--- config.mk ---
export PLATFORM = sky130hd
export DESIGN_NAME = countdown_ctrl
export DESIGN_NICKNAME = d
export VERILOG_FILES = /design/src/rtl/countdown_ctrl.sv
export SDC_FILE = /design/constraint.sdc
export NUM_CORES = 1
export LEC_CHECK = 0
export ABC_AREA = 1
export CAP_MARGIN = 10
export CORE_ASPECT_RATIO = 2
export CORE_MARGIN = 4
export CORE_UTILIZATION = 45
export DETAILED_ROUTE_END_ITERATION = 7
export GPL_TIMING_DRIVEN = 0
export PLACE_DENSITY_LB_ADDON = 0.25
export SYNTH_ARGS = -nofsm -noshare
export SYNTH_HDL_FRONTEND = slang
export SYNTH_SLANG_ARGS = --single-unit
--- constraint.sdc ---
create_clock -name clk -period 2.3 [get_ports clk]
set_input_delay 0.46 -clock clk [delete_from_list [all_inputs] [get_ports clk]]
set_output_delay 0.46 -clock clk [all_outputs]
set_load 0.05 [all_outputs]
--- src/rtl/countdown_ctrl.sv ---
// Countdown-timer controller: button edits of a BCD mm:ss value, 1 Hz countdown,
// alarm at 00:00 and restore of the programmed preset.
module countdown_ctrl #(
    parameter int MAX_MIN    = 59,
    parameter int ALARM_SECS = 10
) (
    input  logic       clk,
    input  logic       reset,
    input  logic       tick_1hz,
    input  logic       btn_up,
    input  logic       btn_down,
    input  logic       btn_left,
    input  logic       btn_right,
    input  logic       btn_center,
    output logic [7:0] min_bcd,
    output logic [7:0] sec_bcd,
    output logic [2:0] state,
    output logic       edit_sec,
    output logic       blink,
    output logic       alarm
);

    typedef enum logic [2:0] {
        IDLE    = 3'd0,
        SET_MIN = 3'd1,
        SET_SEC = 3'd2,
        RUN     = 3'd3,
        PAUSE   = 3'd4,
        ALARM   = 3'd5
    } state_t;

    localparam int          CW          = $clog2(ALARM_SECS + 1);
    localparam logic [7:0]  MAX_MIN_BCD = {4'(MAX_MIN / 10), 4'(MAX_MIN % 10)};
    localparam logic [7:0]  MAX_SEC_BCD = 8'h59;
    localparam logic [CW-1:0] ALARM_LAST = CW'(ALARM_SECS - 1);

    state_t          cur_state;
    state_t          next_state;
    logic [4:0]      btn_now;
    logic [4:0]      btn_q;
    logic [4:0]      press;
    logic            ev_center;
    logic            ev_left;
    logic            ev_right;
    logic            ev_up;
    logic            ev_down;
    logic            ev_tick;
    logic [7:0]      preset_min;
    logic [7:0]      preset_sec;
    logic [CW-1:0]   alarm_cnt;
    logic [7:0]      run_min;
    logic [7:0]      run_sec;
    logic            run_zero;
    logic            time_zero;
    logic            alarm_done;
    logic [7:0]      nxt_min;
    logic [7:0]      nxt_sec;
    logic [7:0]      nxt_preset_min;
    logic [7:0]      nxt_preset_sec;
    logic [CW-1:0]   nxt_cnt;
    logic            nxt_edit;
    logic            nxt_blink;
    logic            nxt_alarm;

    function automatic logic [7:0] bcd_inc(input logic [7:0] v, input logic [7:0] top);
        if (v == top)
            return 8'h00;
        else if (v[3:0] == 4'd9)
            return {v[7:4] + 4'd1, 4'd0};
        else
            return {v[7:4], v[3:0] + 4'd1};
    endfunction

    function automatic logic [7:0] bcd_dec(input logic [7:0] v, input logic [7:0] top);
        if (v == 8'h00)
            return top;
        else if (v[3:0] == 4'd0)
            return {v[7:4] - 4'd1, 4'd9};
        else
            return {v[7:4], v[3:0] - 4'd1};
    endfunction

    assign btn_now = {btn_center, btn_left, btn_right, btn_up, btn_down};
    assign press   = btn_now & ~btn_q;

    // Only the highest-priority event of a cycle survives; the rest are dropped.
    assign ev_center = press[4];
    assign ev_left   = ~press[4] & press[3];
    assign ev_right  = ~press[4] & ~press[3] & press[2];
    assign ev_up     = ~(|press[4:2]) & press[1];
    assign ev_down   = ~(|press[4:1]) & press[0];
    assign ev_tick   = ~(|press) & tick_1hz;

    always_comb begin
        run_min = min_bcd;
        run_sec = bcd_dec(sec_bcd, MAX_SEC_BCD);
        if (sec_bcd == 8'h00)
            run_min = bcd_dec(min_bcd, MAX_MIN_BCD);
    end

    assign run_zero   = (run_min == 8'h00) && (run_sec == 8'h00);
    assign time_zero  = (min_bcd == 8'h00) && (sec_bcd == 8'h00);
    assign alarm_done = ev_tick && (alarm_cnt == ALARM_LAST);
    assign state      = cur_state;

    always_ff @(posedge clk or negedge reset) begin
        if (!reset)
            cur_state <= IDLE;
        else
            cur_state <= next_state;
    end

    always_comb begin
        next_state = cur_state;
        case (cur_state)
            IDLE: begin
                if (ev_center)
                    next_state = SET_MIN;
            end
            SET_MIN, SET_SEC: begin
                if (ev_center && !time_zero)
                    next_state = RUN;
                else if (ev_left)
                    next_state = SET_MIN;
                else if (ev_right)
                    next_state = SET_SEC;
            end
            RUN: begin
                if (ev_center)
                    next_state = PAUSE;
                else if (ev_tick && run_zero)
                    next_state = ALARM;
            end
            PAUSE: begin
                if (ev_center)
                    next_state = RUN;
                else if (ev_left)
                    next_state = SET_MIN;
                else if (ev_right)
                    next_state = SET_SEC;
            end
            ALARM: begin
                if (ev_center || alarm_done)
                    next_state = IDLE;
            end
            default: next_state = IDLE;
        endcase
    end

    always_comb begin
        nxt_min        = min_bcd;
        nxt_sec        = sec_bcd;
        nxt_preset_min = preset_min;
        nxt_preset_sec = preset_sec;
        nxt_cnt        = alarm_cnt;
        nxt_edit       = edit_sec;
        nxt_blink      = blink;
        nxt_alarm      = alarm;
        case (cur_state)
            SET_MIN: begin
                if (ev_up)
                    nxt_min = bcd_inc(min_bcd, MAX_MIN_BCD);
                else if (ev_down)
                    nxt_min = bcd_dec(min_bcd, MAX_MIN_BCD);
                else if (ev_tick)
                    nxt_blink = ~blink;
            end
            SET_SEC: begin
                if (ev_up)
                    nxt_sec = bcd_inc(sec_bcd, MAX_SEC_BCD);
                else if (ev_down)
                    nxt_sec = bcd_dec(sec_bcd, MAX_SEC_BCD);
                else if (ev_tick)
                    nxt_blink = ~blink;
            end
            RUN: begin
                if (ev_tick) begin
                    nxt_min = run_min;
                    nxt_sec = run_sec;
                end
            end
            ALARM: begin
                if (ev_tick) begin
                    nxt_cnt   = alarm_cnt + CW'(1);
                    nxt_blink = ~blink;
                end
            end
            default: ;
        endcase

        // Entry actions override the per-state updates above.
        if (next_state != cur_state) begin
            case (next_state)
                IDLE: begin
                    nxt_min   = preset_min;
                    nxt_sec   = preset_sec;
                    nxt_alarm = 1'b0;
                    nxt_blink = 1'b0;
                end
                SET_MIN: nxt_edit = 1'b0;
                SET_SEC: nxt_edit = 1'b1;
                RUN: begin
                    nxt_blink = 1'b0;
                    if (cur_state == SET_MIN || cur_state == SET_SEC) begin
                        nxt_preset_min = min_bcd;
                        nxt_preset_sec = sec_bcd;
                    end
                end
                PAUSE: nxt_blink = 1'b0;
                ALARM: begin
                    nxt_alarm = 1'b1;
                    nxt_cnt   = '0;
                end
                default: ;
            endcase
        end
    end

    always_ff @(posedge clk or negedge reset) begin
        if (!reset) begin
            btn_q      <= '0;
            min_bcd    <= 8'h00;
            sec_bcd    <= 8'h00;
            preset_min <= 8'h00;
            preset_sec <= 8'h00;
            alarm_cnt  <= '0;
            edit_sec   <= 1'b0;
            blink      <= 1'b0;
            alarm      <= 1'b0;
        end else begin
            btn_q      <= btn_now;
            min_bcd    <= nxt_min;
            sec_bcd    <= nxt_sec;
            preset_min <= nxt_preset_min;
            preset_sec <= nxt_preset_sec;
            alarm_cnt  <= nxt_cnt;
            edit_sec   <= nxt_edit;
            blink      <= nxt_blink;
            alarm      <= nxt_alarm;
        end
    end

endmodule

# Word-level counts from Yosys, hierarchy flattened
# Cells that the tools add are included.
# word_totals
elab_cells	117
ff_bits	47
inputBits	8
# classes
muxes	42
n_eq_ne	16
bitwise_logic	14
add_sub_neg	9
reduce_logical	26
# ops
operator	n
$mux 8	19
$logic_not 8->1	4
$pmux 8 s2	2
$mux 3	8
$add 4x1->4 const B	5
$eq 8x7->1 const B	2
$mux 4	4
$sub 4x1->4 const B	4
$pmux 3 s5	1
$eq 3x2->1 const B	4
$eq 3x3->1 const B	4
$eq 4x4->1 const B	3
$logic_not 4->1	2
$and 1x1->1	6
$eq 3x1->1 const B	2
$logic_not 3->1	2
$not 1->1	6
$pmux 1 s2	3
$reduce_or 3->1	2
$and 5x5->5	1
$logic_and 1x1->1	5
$mux 1	5
$not 5->5	1
$reduce_or 5->1	1
8 further kinds	11

# Logic depth before layout (Yosys ltp)
# logic_depth
word_depth	14
mapped_depth	20
mapped_depth_nobuf	20

# Worst setup path after synthesis
# OpenSTA, ideal clock, no wires.
# synth_path
path_type	reg-to-reg
startpoint	register sec_bcd[0]
endpoint	register min_bcd[1]
arrival_time_ns	2.687
period_less_slack_ns	2.803
path_stages_with_launch	18
path_slack_ns	-0.503
n_path_buf	1
cell_sequence	dfrtp_1 -> inv_1 -> ha_1 -> nand2_2 -> nor2_4 -> nand2_4 -> nand3_2 -> nor2_2 -> nand3_2 -> nor2_2 -> nand3_2 -> nand2_2 -> nand3_2 -> nor2_8 -> nand2_4 -> buf_12 -> nand2_2 -> nand2_2
# synth_via
elab_chain_len	12
elab_cells_between_ends	23
# synth_rtl
element	line	text
start, declared	16	output logic [7:0] sec_bcd,
start signal, assigned	233	sec_bcd <= nxt_sec;
$sub 4x1->4 or $logic_not 4->1 (tied branches)	80, 77	
$mux 8	77	else if (v[3:0] == 4'd0)
$mux 8	-	
$logic_not 8->1	101	assign run_zero = (run_min == 8'h00) && (run_sec == 8'h00);
$logic_and 1x1->1	101	
$logic_and 1x1->1	131	else if (ev_tick && run_zero)
$mux 3	131	
$mux 3	129	if (ev_center)
$pmux 3 s5	115	case (cur_state)
$logic_not 3->1	193	case (next_state)
$mux 8	193	
$mux 8 (*)	192	if (next_state != cur_state) begin
via nxt_min[1]	56	logic [7:0] nxt_min;
end signal, assigned	232	min_bcd <= nxt_min;
end, declared	15	output logic [7:0] min_bcd,
# The timed path passes the listed nets; every way through them passes the cells marked *.
# A chain may end at the register's enable or synchronous reset.

# Worst setup path in the final report
# layout_path
startpoint	register sec_bcd[4]
endpoint	register sec_bcd[2]
# layout_via
elab_chain_len	12
elab_cells_between_ends	26
# layout_rtl
element	line	text
$sub 4x1->4	78	return {v[7:4] - 4'd1, 4'd9};
$mux 8	77	
$mux 8	75	if (v == 8'h00)
$logic_not 8->1	101	
$logic_and 1x1->1	101	
$logic_and 1x1->1	131	
$mux 3	131	
$mux 3	129	
$pmux 3 s5 (*)	115	
via next_state[1]	38	state_t next_state;
$logic_not 3->1	193	
$mux 8	193	
$mux 8 (*)	192	
via nxt_sec[2]	57	logic [7:0] nxt_sec;
# Marked as above.

==> impl_metrics.tcl <==
set metrics [dict create \
    gr-total-overflow 0 \
    avgViaCountPerCell 5.73 \
    die_h_um 139 \
    fin_crit_sh_pct 114 \
    mappedNetlistArea_um2 3850 \
    rsz0062_at_grt "yes" \
    synth.distinct_cells 42 \
    path_class "reg -> reg" \
    violations "negative setup slack" \
    grt_pass1_wl_um 18700 \
    drv_cap 0 \
    synth_edf_count 0 \
    num-fill-cells 743 \
    antenna_found_initial 0 \
    dr.pass1.iters 5 \
    power.density_nw_per_um2 1750 \
    drive_above_1_share_pct 33.7 \
    cp-end-kind "register" \
    synth_seq_cells 47 \
    pwr-share-clk_pct 7.7 \
    async_flop_share_pct 100 \
    status "finished, violations left" \
    grt_busiest_layer "met2" \
    met1_usage_pct 26.1 \
    setup_ws_ns -0.315 \
    relSlewSlack_pct 64.2 \
    start_util_pct 46.5 \
    synth_warnings 0 \
    synth.avg_cell_area_um2 7.38 \
    syn_inst 522 \
    rows 47 \
    clock_latency_ns 0.29 \
    irDropWorstVdd_mv 1.19 \
    totalWireLength_um 12100 \
    cts_sinks 47 \
    ant_nets 0 \
    cp_slowest_cell "dfrtp_2" \
    setup_violations 39 \
    io_pins 30 \
    htreeDepth 2 \
    nNetsFinal 628 \
    tritoncts "done" \
    whs_ns 0.149 \
    track_usage_pct 23.2 \
    slew_violations 0 \
    p_int_mw 4.36 \
    numCtsBuffers 5 \
    fmax_ghz 0.382 \
    p_sw_share_pct 52.0 \
    root_buffer "clkbuf_16" \
    grt_max_degree 27 \
    final_hold_viol_count 0 \
    synth_area_leader_cell "dfrtp_1" \
    synthToLayoutAreaGrowth_pct 34.6 \
    slowest_delay_ns 0.44 \
    final_core_util_pct 62.6 \
    netlist.area_leader.share_pct 30.5 \
    drc 0 \
    path_cells "inv_4, ha_2, nand3_2, nor2_8, nor2_1, nor2_2, nand3_2, nor2_2, nand3_2, nand2_4, nand2_4, nand2_4, nand3_4, buf_8, nand3_1, nand2_2" \
    coreArea_um2 8290 \
    holdBufCountCts 0 \
    period_minus_slack_ns 2.61 \
    vias 4030 \
    tightestPinTransition_ns 0.538 \
    drtIter0Drc 350 \
    synthFlopType "dfrtp_1" \
    antenna_cells 0 \
    dpl.hpwl_um 8320 \
    place_congestion 0.907 \
    critPathArrivalTime_ns 2.79 \
    port_buffers 29 \
    yosysSeqAreaShare_pct 30.5 \
    dieArea_um2 10200 \
    dieWidth_um 73.4 \
    path_buf_inv 2 \
    clk_path_buf_depth 2 \
    cp_top_family "simple AND/OR/NAND/NOR gates" \
    use_met2_pct 40.5 \
    p_leak_nw 2.31 \
    p_sw_mw 4.73 \
    cp.required_ns 2.47 \
    crit_path_max_fanout 10 \
    gr-usage-met3_pct 2.32 \
    pwr-share-comb_pct 74.8 \
    clock_skew_ns 0.00571 \
    clk_pin_slew_ns 0.06 \
    pwr-share-seq_pct 17.4 \
    wl_per_cell_um 17.1 \
    grt_pass1_vias 3873 \
    hold_class "in -> async" \
    ys_top_cells_by_area "dfrtp_1 (31%), nand2_1 (11%), nand3_1 (7.3%)" \
    start_kind "register" \
    synth.net_count 546 \
]
kinds of logic after synthesis:
family | share of synthesized area (%)
DFF | 30.5
adders and majority gates | 5.19
buffers and inverters | 8.08
AOI/OAI and AO/OA | 17.0
and+or+nand+nor | 35.4
xor gates and xnor gates | 3.86
routing by layer:
layer  part of all wire, %  routed length [um]
met1                    36                4300
met2                    54                6480
met3                   4.8                 581
met4                   5.7                 693
met5                     0                   0
placed cells by master, fill, tap and decap left out, types with 3 or more instances in the layout:
master / count
a21oi_1: 22
a21oi_2: 5
a31oi_1: 3
buf_12: 4
buf_4: 37
buf_6: 10
clkbuf_1: 4
clkbuf_16: 5
clkdlybuf4s50_1: 28
clkinv_2: 3
dfrtp_1: 37
dfrtp_2: 9
ha_1: 12
inv_1: 31
inv_2: 14
inv_4: 5
nand2_1: 102
nand2_2: 38
nand2_4: 11
nand3_1: 43
nand3_2: 16
nand3_4: 5
nand4_1: 5
nor2_1: 24
nor2_2: 4
nor2_4: 14
nor3_1: 3
o211ai_1: 8
o21a_1: 18
o21ai_0: 32
o221ai_1: 6
o22ai_1: 4
xnor2_1: 4
xor2_1: 8
synth_stat cells (2+ instances only):
master	number
o22ai_1	4
nand3_1	56
dfrtp_1	47
a31oi_1	3
xnor2_1	4
nor2_8	2
o221ai_1	6
buf_4	5
inv_2	9
ha_1	16
o21a_1	18
inv_1	42
o21ai_0	32
o211ai_1	8
nor2_2	8
buf_2	3
nor3_1	4
nor2_4	7
nand2_2	31
o21ai_2	2
nor2_1	27
xor2_1	8
nand2_4	3
a21oi_1	28
nand4_1	5
nand2_1	117
o21ai_1	2
nand3_2	7
clkbuf_1	5
final timing paths:
check,end,startpoint,slack (ns),cells past startpoint
max,sec_bcd[2],sec_bcd[4],-0.31,16
min,alarm,reset,0.15,1
max reg2reg,sec_bcd[2],sec_bcd[4],-0.31,16
min reg2reg,alarm,alarm,0.49,2
max in group asynchronous,sec_bcd[0],reset,1.61,2
min in group clk,alarm,alarm,0.49,2
metrics by stage:
stage,setup WS [ns],power [mW],setup TNS (ns),instances,instance area (um^2)
after floorplan,-0.116,5.59,-2.59,522,3950
after global placement,-0.946,6.77,-56.87,649,4360
after detailed placement,-0.896,6.86,-30.03,650,4380
after CTS,-0.274,8.50,-9.53,682,4900
after global routing,-0.444,9.68,-14.88,703,5190
final,-0.315,9.10,-9.01,703,5190
power by group through the flow:
stage / clock network (mW) / logic [mW] / registers, mW
3_5_place_dp: 0 / 5.24 / 1.61
5_1_grt: 0.750 / 7.31 / 1.62
6_report: 0.705 / 6.81 / 1.58
2_1_floorplan: 0 / 3.46 / 2.13
3_3_place_gp: 0 / 5.18 / 1.60
4_1_cts: 0.717 / 6.23 / 1.56
cell type report:
class	instances	area [um^2]	area share (%)
multi-input cells	407	2670	51.4
flip-flops and latches	47	1190	23.0
repair buffers	74	704	13.6
inverters	53	225	4.34
plain buffers	16	139	2.68
clock buffers	5	125	2.41
well taps	98	123	2.36
clock inverters	3	15.0	0.289
sequential cells by signal, summed over array words and instances, names as in the netlist:
register    flops
alarm           1
btn_q           5
preset_sec      8
edit_sec        1
min_bcd         8
state           3
blink           1
preset_min      8
alarm_cnt       4
sec_bcd         8
repair_timing:
| item | 4_1_cts | 5_1_grt |
|---|---|---|
| resized for setup | 44 | 40 |
| setup buffers | 21 | 19 |
| setup endpoints to repair | 40 | 40 |
| pin swaps | 19 | 18 |
| cloned | 3 | 2 |
worst register-to-register path, cell delays in order (launching register included):
cell and delay [ns]:
dfrtp_2 0.44, inv_4 0.09, ha_2 0.20, nand3_2 0.13, nor2_8 0.20, nor2_1 0.10, nor2_2 0.15, nand3_2 0.09
nor2_2 0.14, nand3_2 0.15, nand2_4 0.14, nand2_4 0.08, nand2_4 0.07, nand3_4 0.13, buf_8 0.20, nand3_1 0.13
nand2_2 0.08
No activity file was read; power rests on OpenSTA's default activity.
